==> src/rtl/green_walker_pkg.sv <==
// Shared types and light encodings for the crossing controller.
// Phase codes, one-hot {red,yellow,green} constants, phase-to-light map.
package green_walker_pkg;

    typedef enum logic [1:0] {
        PH_GREEN  = 2'd0,
        PH_YELLOW = 2'd1,
        PH_RED    = 2'd2,
        PH_WALK   = 2'd3
    } phase_t;

    localparam logic [2:0] LIGHT_GREEN  = 3'b001;
    localparam logic [2:0] LIGHT_YELLOW = 3'b010;
    localparam logic [2:0] LIGHT_RED    = 3'b100;

    function automatic logic [2:0] phase_light(phase_t p);
        logic [2:0] l;
        unique case (p)
            PH_GREEN:  l = LIGHT_GREEN;
            PH_YELLOW: l = LIGHT_YELLOW;
            default:   l = LIGHT_RED;
        endcase
        return l;
    endfunction

endpackage

==> src/rtl/walk_phase_scheduler_sec_tick_gen.sv <==
// sec_tick_gen: 1 Hz prescaler counting 0..CLK_HZ-1 while enabled.
// Ports: clk, rst (async high), enable, clear -> tick (comb), count.
module sec_tick_gen
    import green_walker_pkg::*;
#(
    parameter  int CLK_HZ = 25_000_000,
    localparam int CW     = (CLK_HZ > 1) ? $clog2(CLK_HZ) : 1
) (
    input  logic          clk,
    input  logic          rst,
    input  logic          enable,
    input  logic          clear,
    output logic          tick,
    output logic [CW-1:0] count
);

    localparam logic [CW-1:0] LAST = CW'(CLK_HZ - 1);

    logic [CW-1:0] cnt_q, cnt_d;

    always_comb begin
        cnt_d = cnt_q;
        if (clear)
            cnt_d = '0;
        else if (enable)
            cnt_d = (cnt_q == LAST) ? '0 : cnt_q + 1'b1;
    end

    always_ff @(posedge clk or posedge rst) begin
        if (rst)
            cnt_q <= '0;
        else
            cnt_q <= cnt_d;
    end

    assign tick  = enable && (cnt_q == LAST);
    assign count = cnt_q;

endmodule

==> src/rtl/walk_phase_scheduler.sv <==
// Crossing phase sequencer: GREEN->YELLOW->RED->(WALK)->GREEN, 1 s countdown.
// Ports: clk, rst, enable, ped_req -> ped_ack, car_light, walk, phase,
// cur_sec, tick. Optional macro WALK_FLASH_EN flashes walk in last 3 s.
module walk_phase_scheduler
    import green_walker_pkg::*;
#(
    parameter int CLK_HZ     = 25_000_000,
    parameter int GREEN_SEC  = 9,
    parameter int YELLOW_SEC = 3,
    parameter int RED_SEC    = 1,
    parameter int WALK_SEC   = 6
) (
    input  logic       clk,
    input  logic       rst,
    input  logic       enable,
    input  logic       ped_req,
    output logic       ped_ack,
    output logic [2:0] car_light,
    output logic       walk,
    output logic [1:0] phase,
    output logic [3:0] cur_sec,
    output logic       tick
);

    localparam int CW = (CLK_HZ > 1) ? $clog2(CLK_HZ) : 1;

    if (CLK_HZ < 2 ||
        GREEN_SEC  < 1 || GREEN_SEC  > 9 ||
        YELLOW_SEC < 1 || YELLOW_SEC > 9 ||
        RED_SEC    < 1 || RED_SEC    > 9 ||
        WALK_SEC   < 1 || WALK_SEC   > 9) begin : g_bad_param
        $error("walk_phase_scheduler: illegal CLK_HZ or duration");
    end

    function automatic logic [3:0] dur(phase_t p);
        logic [3:0] d;
        unique case (p)
            PH_GREEN:  d = 4'(GREEN_SEC);
            PH_YELLOW: d = 4'(YELLOW_SEC);
            PH_RED:    d = 4'(RED_SEC);
            default:   d = 4'(WALK_SEC);
        endcase
        return d;
    endfunction

    phase_t        state_q, state_d;
    logic [3:0]    sec_q, sec_d;
    logic          pend_q, pend_d;
    logic [2:0]    light_q, light_d;
    logic          walk_q, walk_d;
    logic          ack_q, ack_d;
    logic [CW-1:0] pre_cnt;
    logic          expire;
    logic          enter_walk;

    sec_tick_gen #(.CLK_HZ(CLK_HZ)) u_tick (
        .clk    (clk),
        .rst    (rst),
        .enable (enable),
        .clear  (expire),
        .tick   (tick),
        .count  (pre_cnt)
    );

    // A request on the red expiry cycle itself still earns a walk.
    assign expire     = tick && (sec_q == 4'd1);
    assign enter_walk = expire && (state_q == PH_RED) && (pend_q || ped_req);

    always_ff @(posedge clk or posedge rst) begin
        if (rst) begin
            state_q <= PH_GREEN;
            sec_q   <= 4'(GREEN_SEC);
            pend_q  <= 1'b0;
            light_q <= LIGHT_GREEN;
            walk_q  <= 1'b0;
            ack_q   <= 1'b0;
        end else begin
            state_q <= state_d;
            sec_q   <= sec_d;
            pend_q  <= pend_d;
            light_q <= light_d;
            walk_q  <= walk_d;
            ack_q   <= ack_d;
        end
    end

    always_comb begin
        state_d = state_q;
        if (expire) begin
            unique case (state_q)
                PH_GREEN:  state_d = PH_YELLOW;
                PH_YELLOW: state_d = PH_RED;
                PH_RED:    state_d = enter_walk ? PH_WALK : PH_GREEN;
                default:   state_d = PH_GREEN;
            endcase
        end
    end

    always_comb begin
        sec_d = sec_q;
        if (expire)
            sec_d = dur(state_d);
        else if (tick)
            sec_d = sec_q - 4'd1;
        // Entering walk clears pending and absorbs a same-cycle request.
        pend_d = pend_q;
        if (enter_walk)
            pend_d = 1'b0;
        else if (ped_req && state_q != PH_WALK)
            pend_d = 1'b1;
    end

    always_comb begin
        light_d = phase_light(state_d);
        walk_d  = (state_d == PH_WALK);
        ack_d   = enter_walk;
    end

`ifdef WALK_FLASH_EN
    assign walk = walk_q &&
                  !((sec_q <= 4'd3) && (pre_cnt >= CW'(CLK_HZ / 2)));
`else
    logic unused_cnt;
    assign unused_cnt = ^pre_cnt;
    assign walk       = walk_q;
`endif

    assign ped_ack   = ack_q;
    assign car_light = light_q;
    assign phase     = state_q;
    assign cur_sec   = sec_q;

endmodule

==> config.mk <==
export PLATFORM = sky130hd
export DESIGN_NAME = walk_phase_scheduler
export DESIGN_NICKNAME = d
export VERILOG_FILES = /design/src/rtl/green_walker_pkg.sv /design/src/rtl/walk_phase_scheduler_sec_tick_gen.sv /design/src/rtl/walk_phase_scheduler.sv
export SDC_FILE = /design/constraint.sdc
export NUM_CORES = 1
export LEC_CHECK = 0
export CORE_AREA = 2 2 57 72
export CTS_BUF_LIST = sky130_fd_sc_hd__clkbuf_4
export DETAILED_ROUTE_END_ITERATION = 10
export DIE_AREA = 0 0 59 74
export GPL_ROUTABILITY_DRIVEN = 0
export GPL_TIMING_DRIVEN = 0
export PLACE_DENSITY = 0.8
export SYNTH_ARGS = -nofsm -noshare
export SYNTH_HDL_FRONTEND = slang
export SYNTH_SLANG_ARGS = --single-unit
==> constraint.sdc <==
create_clock -name clk -period 2 [get_ports clk]
set_clock_uncertainty 0.15 [all_clocks]
set_input_delay 0.2 -clock clk [delete_from_list [all_inputs] [get_ports clk]]
set_output_delay 0.2 -clock clk [all_outputs]
set_load 0.1 [all_outputs]
==> flow_summary.toml, run 1 <==
[synthesis]
synth-seq-cells = 37
yosys_warnings = 0
ys_seq_area_share_pct = 48.0
postSynthAreaPerCell_um2 = 10.6
synth_cell_types = 41
syn-cell-area_um2 = 1940
netlist_instances = 183
synth_nets = 190

[timing]
setup_violations = 8
rsz0062_at_grt = "yes"
max_freq_mhz = 453
slew_viol_final = 0
tightestPinTransition_ps = 967
timing.final.crit_share_pct = 110
fin_ws_ps = -206
min_period_ps = 2210
slew_headroom_pct = 35.8
hold_viol = 0

[cts]
cts-htree-levels = 2
clock-sinks = 37
numCtsBuffers = 5
root_buffer = "clkbuf_4"
path_clk_slew_ps = 120
cts_buffer_depth = 2
cts_tree = "yes"
clk_latency_ps = 360

[routing]
viasPerCell = 6.39
drt-wirelength-per-cell_um = 20.4
wl_um = 5500
routed-via-count = 1726
drtAntennaViolNets = 0
first_pass_iters = 4
drtIter0Drc = 85
drcViolationCount = 0

[die]
core-area_um2 = 3690
boundaryPins = 16
start_util_pct = 52.4
die_x_um = 59
die_h_um = 74
die_area_um2 = 4370
row_count = 25

[final_layout]
final_common_cell = "dfrtp_1"
drive_above_1_share_pct = 37.0
antenna_cells = 0
mostFrequentLayoutCells = "dfrtp_1, buf_4, a21oi_1"
nets = 236
finish.instance_area_um2 = 2590
areaGrowthSynthToFinish_pct = 34.0

[power]
p_seq_share_pct = 50.1
power.density_nw_per_um2 = 690
p_leak_uw = 0.00114
internal_power_uw = 1310
swShare_pct = 26.6
power_uw = 1790
p_clk_share_pct = 36.9
combinationalPowerShare_pct = 13.0
p_sw_uw = 476
ir_worst_vdd_v = 0.000566

[placed_design]
hpwl_um = 3090
dp_slack_ps = -990
post_dp_cell_area_um2 = 2190
portBuffers = 15

[status]
status = "complete, but fails checks"
violations = "setup timing"

[global_routing]
antenna_found_initial = 0
globalRouteOverflowTotal = 0
grt_pass1_vias = 1657
grt_max_degree = 38
grt_pass1_wl_um = 7780
track_usage_pct = 23.7

[critical_path]
cp-start-kind = "flip-flop"
cp.required_ps = 1650
endpoint_kind = "primary output"
path_max_fanout = 6
path_class = "flip-flop to primary output"
arrival_ps = 1860
r2r_setup_slack_ps = -190

[worst_hold_path]
hold_path.class = "input port to async pin"

[flow_run]
drv_cap = 0
[worst max-delay path: stages (launching register included)]
cell and delay (ps):
dfrtp_1 480, nor3b_4 340, nand2_1 210, nor3_4 270, buf_12 200
[layer usage]
| layer | vias up | wire (um) | global-route usage [%] |
|---|---|---|---|
| li1 | 765 | - | - |
| met1 | 864 | 1950 | 27.3 |
| met2 | 73 | 3020 | 43.3 |
| met3 | 24 | 265 | 5.39 |
| met4 | 0 | 266 | 7.07 |
| met5 | - | 0 | 0 |
[area by class of cell]
class / count / area (um2)
multi-input cells: 134 / 1060
plain buffers: 5 / 38.8
flip-flops and latches: 37 / 946
fillers: 240 / 1100
repair buffers: 39 / 373
inverters: 7 / 26.3
well taps: 40 / 50.0
clock inverters: 3 / 65.1
clock buffers: 5 / 37.5
[cells by family (layout without fill, tap and decap cells)]
logic type | after synthesis | count (layout) | synth area share (%)
compound gates | 33 | 33 | 10.7
xor+xnor | 14 | 14 | 6.33
fa+ha+maj | 3 | 3 | 1.94
buf+inv | 12 | 59 | 2.78
flops | 37 | 37 | 48.0
mux | 9 | 9 | 4.85
simple gates | 75 | 75 | 25.4
[metrics by stage]
stage / utilization (%) / hold slack, ps / std cells / setup TNS [ps]
after global placement: 59.3 / 317 / 238 / -7380
final: 70.3 / 134 / 270 / -1060
after CTS: 65.1 / 332 / 256 / -257
after global routing: 70.3 / 210 / 270 / -1450
after floorplan: - / 196 / 183 / -1580
after detailed placement: 59.3 / 317 / 238 / -9210
[final timing paths]
kind | startpoint | end | cells past startpoint
max | u_tick.count[10] | tick | 4
min | rst | u_tick.count[3] | 2
max reg2reg | cur_sec[0] | phase[1] | 5
min reg2reg | u_tick.count[18] | u_tick.count[18] | 1
max in group asynchronous | rst | cur_sec[1] | 2
min in group clk | u_tick.count[18] | u_tick.count[18] | 1
[sequential cells by signal, indices dropped and copies added (netlist names)]
| name | count |
|---|---|
| phase | 2 |
| u_tick.count | 25 |
| walk | 1 |
| pend_q | 1 |
| cur_sec | 4 |
| ped_ack | 1 |
| car_light | 3 |
[cell usage after synthesis]
library cell	instances	area [um2]
nand3_2	1	10.0
nor2b_1	1	6.26
dfstp_2	3	78.8
mux2_2	3	33.8
xnor2_1	9	78.8
or4_1	5	37.5
nor4_1	1	6.26
nor3_1	5	25.0
and4_1	4	35.0
o31ai_1	7	52.6
a31o_2	1	8.76
mux2i_1	6	60.1
nand3_1	8	40.0
o21ai_0	5	25.0
nand2_1	11	41.3
ha_1	3	37.5
and3_1	3	18.8
or3_1	7	43.8
a211oi_1	1	7.51
or2_2	2	12.5
nor2_1	9	33.8
nor3b_1	1	7.51
buf_4	1	7.51
a21o_1	2	15.0
buf_2	4	20.0
a21oi_1	14	70.1
nor4_4	1	21.3
inv_1	7	26.3
nor3_4	1	16.3
or3b_2	1	8.76
nand4_1	7	43.8
nor3b_2	1	12.5
and4_2	1	10.0
and2_1	1	6.26
xor2_1	5	43.8
dfrtp_1	34	851
o31a_2	2	20.0
nand4_4	2	42.5
o211ai_1	1	7.51
nand2b_1	1	6.26
nor2_2	1	6.26
[power groups by stage]
stage                     registers (uW)  logic (uW)  clock network, uW
after detailed placement             909         196                  0
after floorplan                      886         155                  0
after global routing                 907         254                693
after global placement               897         179                  0
final                                898         233                660
after CTS                            891         221                651
[timing repair]
action / CTS / global route
hold buffers: 0 / 0
hold endpoints to repair: 0 / 0
setup buffers: 10 / 15
resized for setup: 37 / 29
endpoints found under the setup margin: 30 / 26
pin swaps: 2 / 11
No activity file was read; power rests on OpenSTA's default activity.
==> run 2: changes to the inputs <==
--- a/constraint.sdc
+++ b/constraint.sdc
@@ -4,2 +4,2 @@
 set_output_delay 0.2 -clock clk [all_outputs]
-set_load 0.1 [all_outputs]
+set_load 0.005 [all_outputs]
==> flow_summary.toml, run 2 (synthesized netlist as in run 1, its figures left out) <==
[routing]
drt-wirelength-per-cell_um = 15.6
first_pass_iters = 4
drcViolationCount = 0
drtAntennaViolNets = 0
viasPerCell = 5.97
drtIter0Drc = 40
wl_um = 4090
routed-via-count = 1564

[global_routing]
grt_pass1_wl_um = 6820
track_usage_pct = 20.6
grt_pass1_vias = 1494
grt_max_degree = 38
globalRouteOverflowTotal = 0
antenna_found_initial = 0

[final_layout]
areaGrowthSynthToFinish_pct = 25.6
final_common_cell = "dfrtp_1"
antenna_cells = 0
fin_util_pct = 65.9
drive_above_1_share_pct = 31.1
largest_reg_flops = 25
nets = 228
nFillCells = 286
final_cells = 262
mostFrequentLayoutCells = "dfrtp_1, clkdlybuf4s50_1, buf_4"

[timing]
fin_ws_ps = -45.7
timing.final.crit_share_pct = 102
setup_violations = 4
min_period_ps = 2050
slew_headroom_pct = 49.2
hold_viol = 0
tightestPinTransition_ps = 761
max_freq_mhz = 489
rsz0062_at_grt = "yes"
slew_viol_final = 0
tns_ps = -127

[critical_path]
cp_num_buf_inv = 1
path_max_fanout = 5
arrival_ps = 2130
crit_chain = "ha_4 -> or3b_4 -> nor3_4 -> buf_12 -> mux2_4"
critPathTopFamily = "simple AND/OR/NAND/NOR gates"
endpoint_kind = "flip-flop"
cp.required_ps = 2090
critPathMaxStageDelay_ps = 600
path_class = "flip-flop to flip-flop"
slowest_stage = "dfstp_2"
cp-start-kind = "flip-flop"

[die]
die_h_um = 74
start_util_pct = 52.4
core-area_um2 = 3690
die_area_um2 = 4370
row_count = 25
boundaryPins = 16
die_x_um = 59

[power]
p_leak_uw = 0.00102
power.density_nw_per_um2 = 619
ir_worst_vdd_v = 0.000579

[cts]
clk_latency_ps = 350
clock-sinks = 37
cts-htree-levels = 2
numCtsBuffers = 5
root_buffer = "clkbuf_4"
cts_buffer_depth = 2
cts_tree = "yes"
path_clk_slew_ps = 110
hold_buffers = 0

[status]
violations = "setup timing"
status = "complete, but fails checks"

[placed_design]
hpwl_um = 2640
dp_cells = 238
portBuffers = 15

[flow_run]
drv_cap = 0

[worst_hold_path]
hold_path.class = "input port to async pin"
==> run 2: changes by cell type in the layout (fill, tap and decap cells not counted), sizes merged <==
cell,change
buf,-7
bufinv,-2
clkbuf,-2
clkdlybuf4s15,-4
clkdlybuf4s18,-1
clkdlybuf4s50,+11
clkinv,+1
dlygate4sd2,-4
==> run 2: report_power, final <==
| part | switching, uW | total [uW] | internal [uW] |
|---|---|---|---|
| clock | 252 | 399 | 147 |
| combinational | 105 | 211 | 106 |
| sequential | 76.1 | 895 | 819 |
| total | 433 | 1500 | 1070 |
==> run 2: path summary, 6_finish.rpt <==
check                                  from                to  slack (ps)  depth (start not counted)
max reg2reg                      cur_sec[0]          phase[1]         -50                          5
max                              cur_sec[0]          phase[1]         -50                          5
min reg2reg                u_tick.count[18]  u_tick.count[18]         340                          1
max in group asynchronous               rst   u_tick.count[8]        1020                          2
min                                     rst  u_tick.count[12]         150                          2
min in group clk           u_tick.count[18]  u_tick.count[18]         340                          1
==> run 2: through the flow <==
stage | worst slack [ps] | hold slack, ps | total power, uW | area [um2]
floorplan | -23.6 | 196 | 1040 | 1960
detailed placement | -376 | 317 | 1100 | 2160
global route | -119 | 219 | 1580 | 2430
global placement | -362 | 319 | 1080 | 2160
CTS | -9.21 | 171 | 1490 | 2300
finish | -45.7 | 149 | 1500 | 2430
==> run 2: layout make-up <==
class	instances	area [um2]	share of cell area [%]
multi-input cells	134	1040	42.8
flip-flops and latches	37	937	38.5
repair buffers	31	289	11.9
well taps	40	50.0	2.06
clock buffers	6	45.0	1.85
plain buffers	5	33.8	1.39
inverters	7	26.3	1.08
clock inverters	2	10.0	0.412
==> run 2: what timing repair did <==
action,in CTS,in global routing
buffers inserted,7,9
endpoints found under the setup margin,18,27
gates resized for setup,13,16
hold endpoints to repair,0,0
pin swaps,2,10
==> run 2: worst register-to-register path, stage by stage (launching register included) <==
cell and delay [ps]:
dfstp_2 600, ha_4 140, or3b_4 400, nor3_4 220, buf_12 140, mux2_4 290
==> run 2: metal layers <==
metal | global-route usage, % | routed length [um] | up-vias | share of wire [%]
li1 | - | - | 755 | -
met1 | 26.4 | 1760 | 778 | 43
met2 | 34.1 | 2110 | 26 | 52
met3 | 5.04 | 155 | 5 | 3.8
met4 | 7.32 | 57 | 0 | 1.4
met5 | 0 | 0 | - | 0
==> run 3: changes to the inputs <==
Settings changed: CORE_AREA 2 2 57 72 to 2 2 53 67, DIE_AREA 0 0 59 74 to 0 0 55 69, PLACE_DENSITY 0.8 to 0.87, SLEW_MARGIN set to 30.
Clock period 2 ns to 2.5 ns, I/O delays scaled along.
==> flow_summary.toml, run 3 (synthesized netlist as in run 1, its figures left out) <==
[final_layout]
multiInputGateArea_um2 = 963
mostFrequentLayoutCells = "dfrtp_1, a21oi_1, clkdlybuf4s50_1"
nets = 216
final_common_cell = "dfrtp_1"
nFillCells = 230
areaGrowthSynthToFinish_pct = 17.8
ff_latch_area_um2 = 931
largest_reg_flops = 25
drive_above_1_share_pct = 19.0
antenna_cells = 0

[timing]
slew_viol_final = 0
tightestPinTransition_ps = 749
tns_ps = 0
rsz0062_at_grt = "no"
hold_viol = 0
timing.final.crit_share_pct = 88.5
max_freq_mhz = 452
min_period_ps = 2210
slew_headroom_pct = 50.0
setup_violations = 0
whs_ps = 180

[cts]
hold_buffers = 0
cts_tree = "yes"
clock-sinks = 37
path_clk_slew_ps = 120
numCtsBuffers = 5
clk_latency_ps = 350
cts-htree-levels = 2
root_buffer = "clkbuf_4"
cts_buffer_depth = 2

[routing]
drtAntennaViolNets = 0
first_pass_iters = 5
drt-wirelength-per-cell_um = 17.1
routed-via-count = 1544
drcViolationCount = 0
viasPerCell = 6.25
wl_um = 4230
drtIter0Drc = 77

[global_routing]
grt_max_degree = 38
globalRouteOverflowTotal = 0
grt_pass1_wl_um = 7170
grt_pass1_vias = 1579
antenna_found_initial = 0
track_usage_pct = 25.6

[die]
start_util_pct = 61.1
die_area_um2 = 3800
boundaryPins = 16
die_x_um = 55
row_count = 23
core-area_um2 = 3170
die_h_um = 69

[critical_path]
critPathTopFamily = "simple AND/OR/NAND/NOR gates"
path_max_fanout = 7
cp_num_buf_inv = 0
arrival_ps = 2310
cp.required_ps = 2600
cp-start-kind = "flip-flop"
endpoint_kind = "flip-flop"
path_class = "flip-flop to flip-flop"
slowest_stage = "dfstp_2"
critPathMaxStageDelay_ps = 580
crit_chain = "ha_1 -> or3b_2 -> nor3_4 -> mux2_2"

[power]
ir_worst_vdd_v = 0.000612
power.density_nw_per_um2 = 627
p_leak_uw = 0.000990

[flow_run]
drv_cap = 0

[placed_design]
hpwl_um = 2810
portBuffers = 15

[status]
status = "completed"

[worst_hold_path]
hold_path.class = "input port to async pin"
## run 3: power by group
part           internal (uW)  switching, uW
combinational            104           99.0
clock                    310            201
sequential               654           62.3
## run 3: through the flow
step	area [um2]	total power, uW	worst slack (ps)	instances	utilization [%]
6_report	2280	1430	288	247	72.0
5_1_grt	2280	1490	169	247	72.0
4_1_cts	2260	1420	23.1	246	71.5
3_5_place_dp	2130	880	36.8	235	67.4
3_3_place_gp	2130	861	45.2	235	67.4
2_1_floorplan	1940	832	416	183	-
## run 3: final timing paths
kind                             startpoint                to  slack (ps)  cells after the start
max                              cur_sec[0]      car_light[2]         290                      4
min                                     rst          phase[1]         180                      2
max reg2reg                      cur_sec[0]      car_light[2]         290                      4
min reg2reg                u_tick.count[18]  u_tick.count[18]         350                      1
max in group asynchronous               rst  u_tick.count[15]        1490                      2
min in group clk           u_tick.count[18]  u_tick.count[18]         350                      1
## run 3: layer usage
layer | global-route usage, % | wire length, um | up-vias
met4 | 9.76 | 93 | 0
met5 | 0 | 0 | -
li1 | - | - | 727
met2 | 40.5 | 2260 | 47
met1 | 32.7 | 1690 | 760
met3 | 6.71 | 188 | 10
## run 3: what timing repair did
action	CTS	global route
pin swaps	2	0
endpoints found under the hold margin	0	0
setup buffers	3	1
setup endpoints to repair	1	1
gates cloned	0	0
gates resized for setup	1	3
## run 3: layout make-up
type	instances	share of cell area (%)
clock inverter	3	2.85
inverter	7	1.15
clock buffer	5	1.65
sequential	37	40.8
timing repair buffer	19	8.01
tap	37	2.03
multi-input combinational	134	42.3
buffer	5	1.21
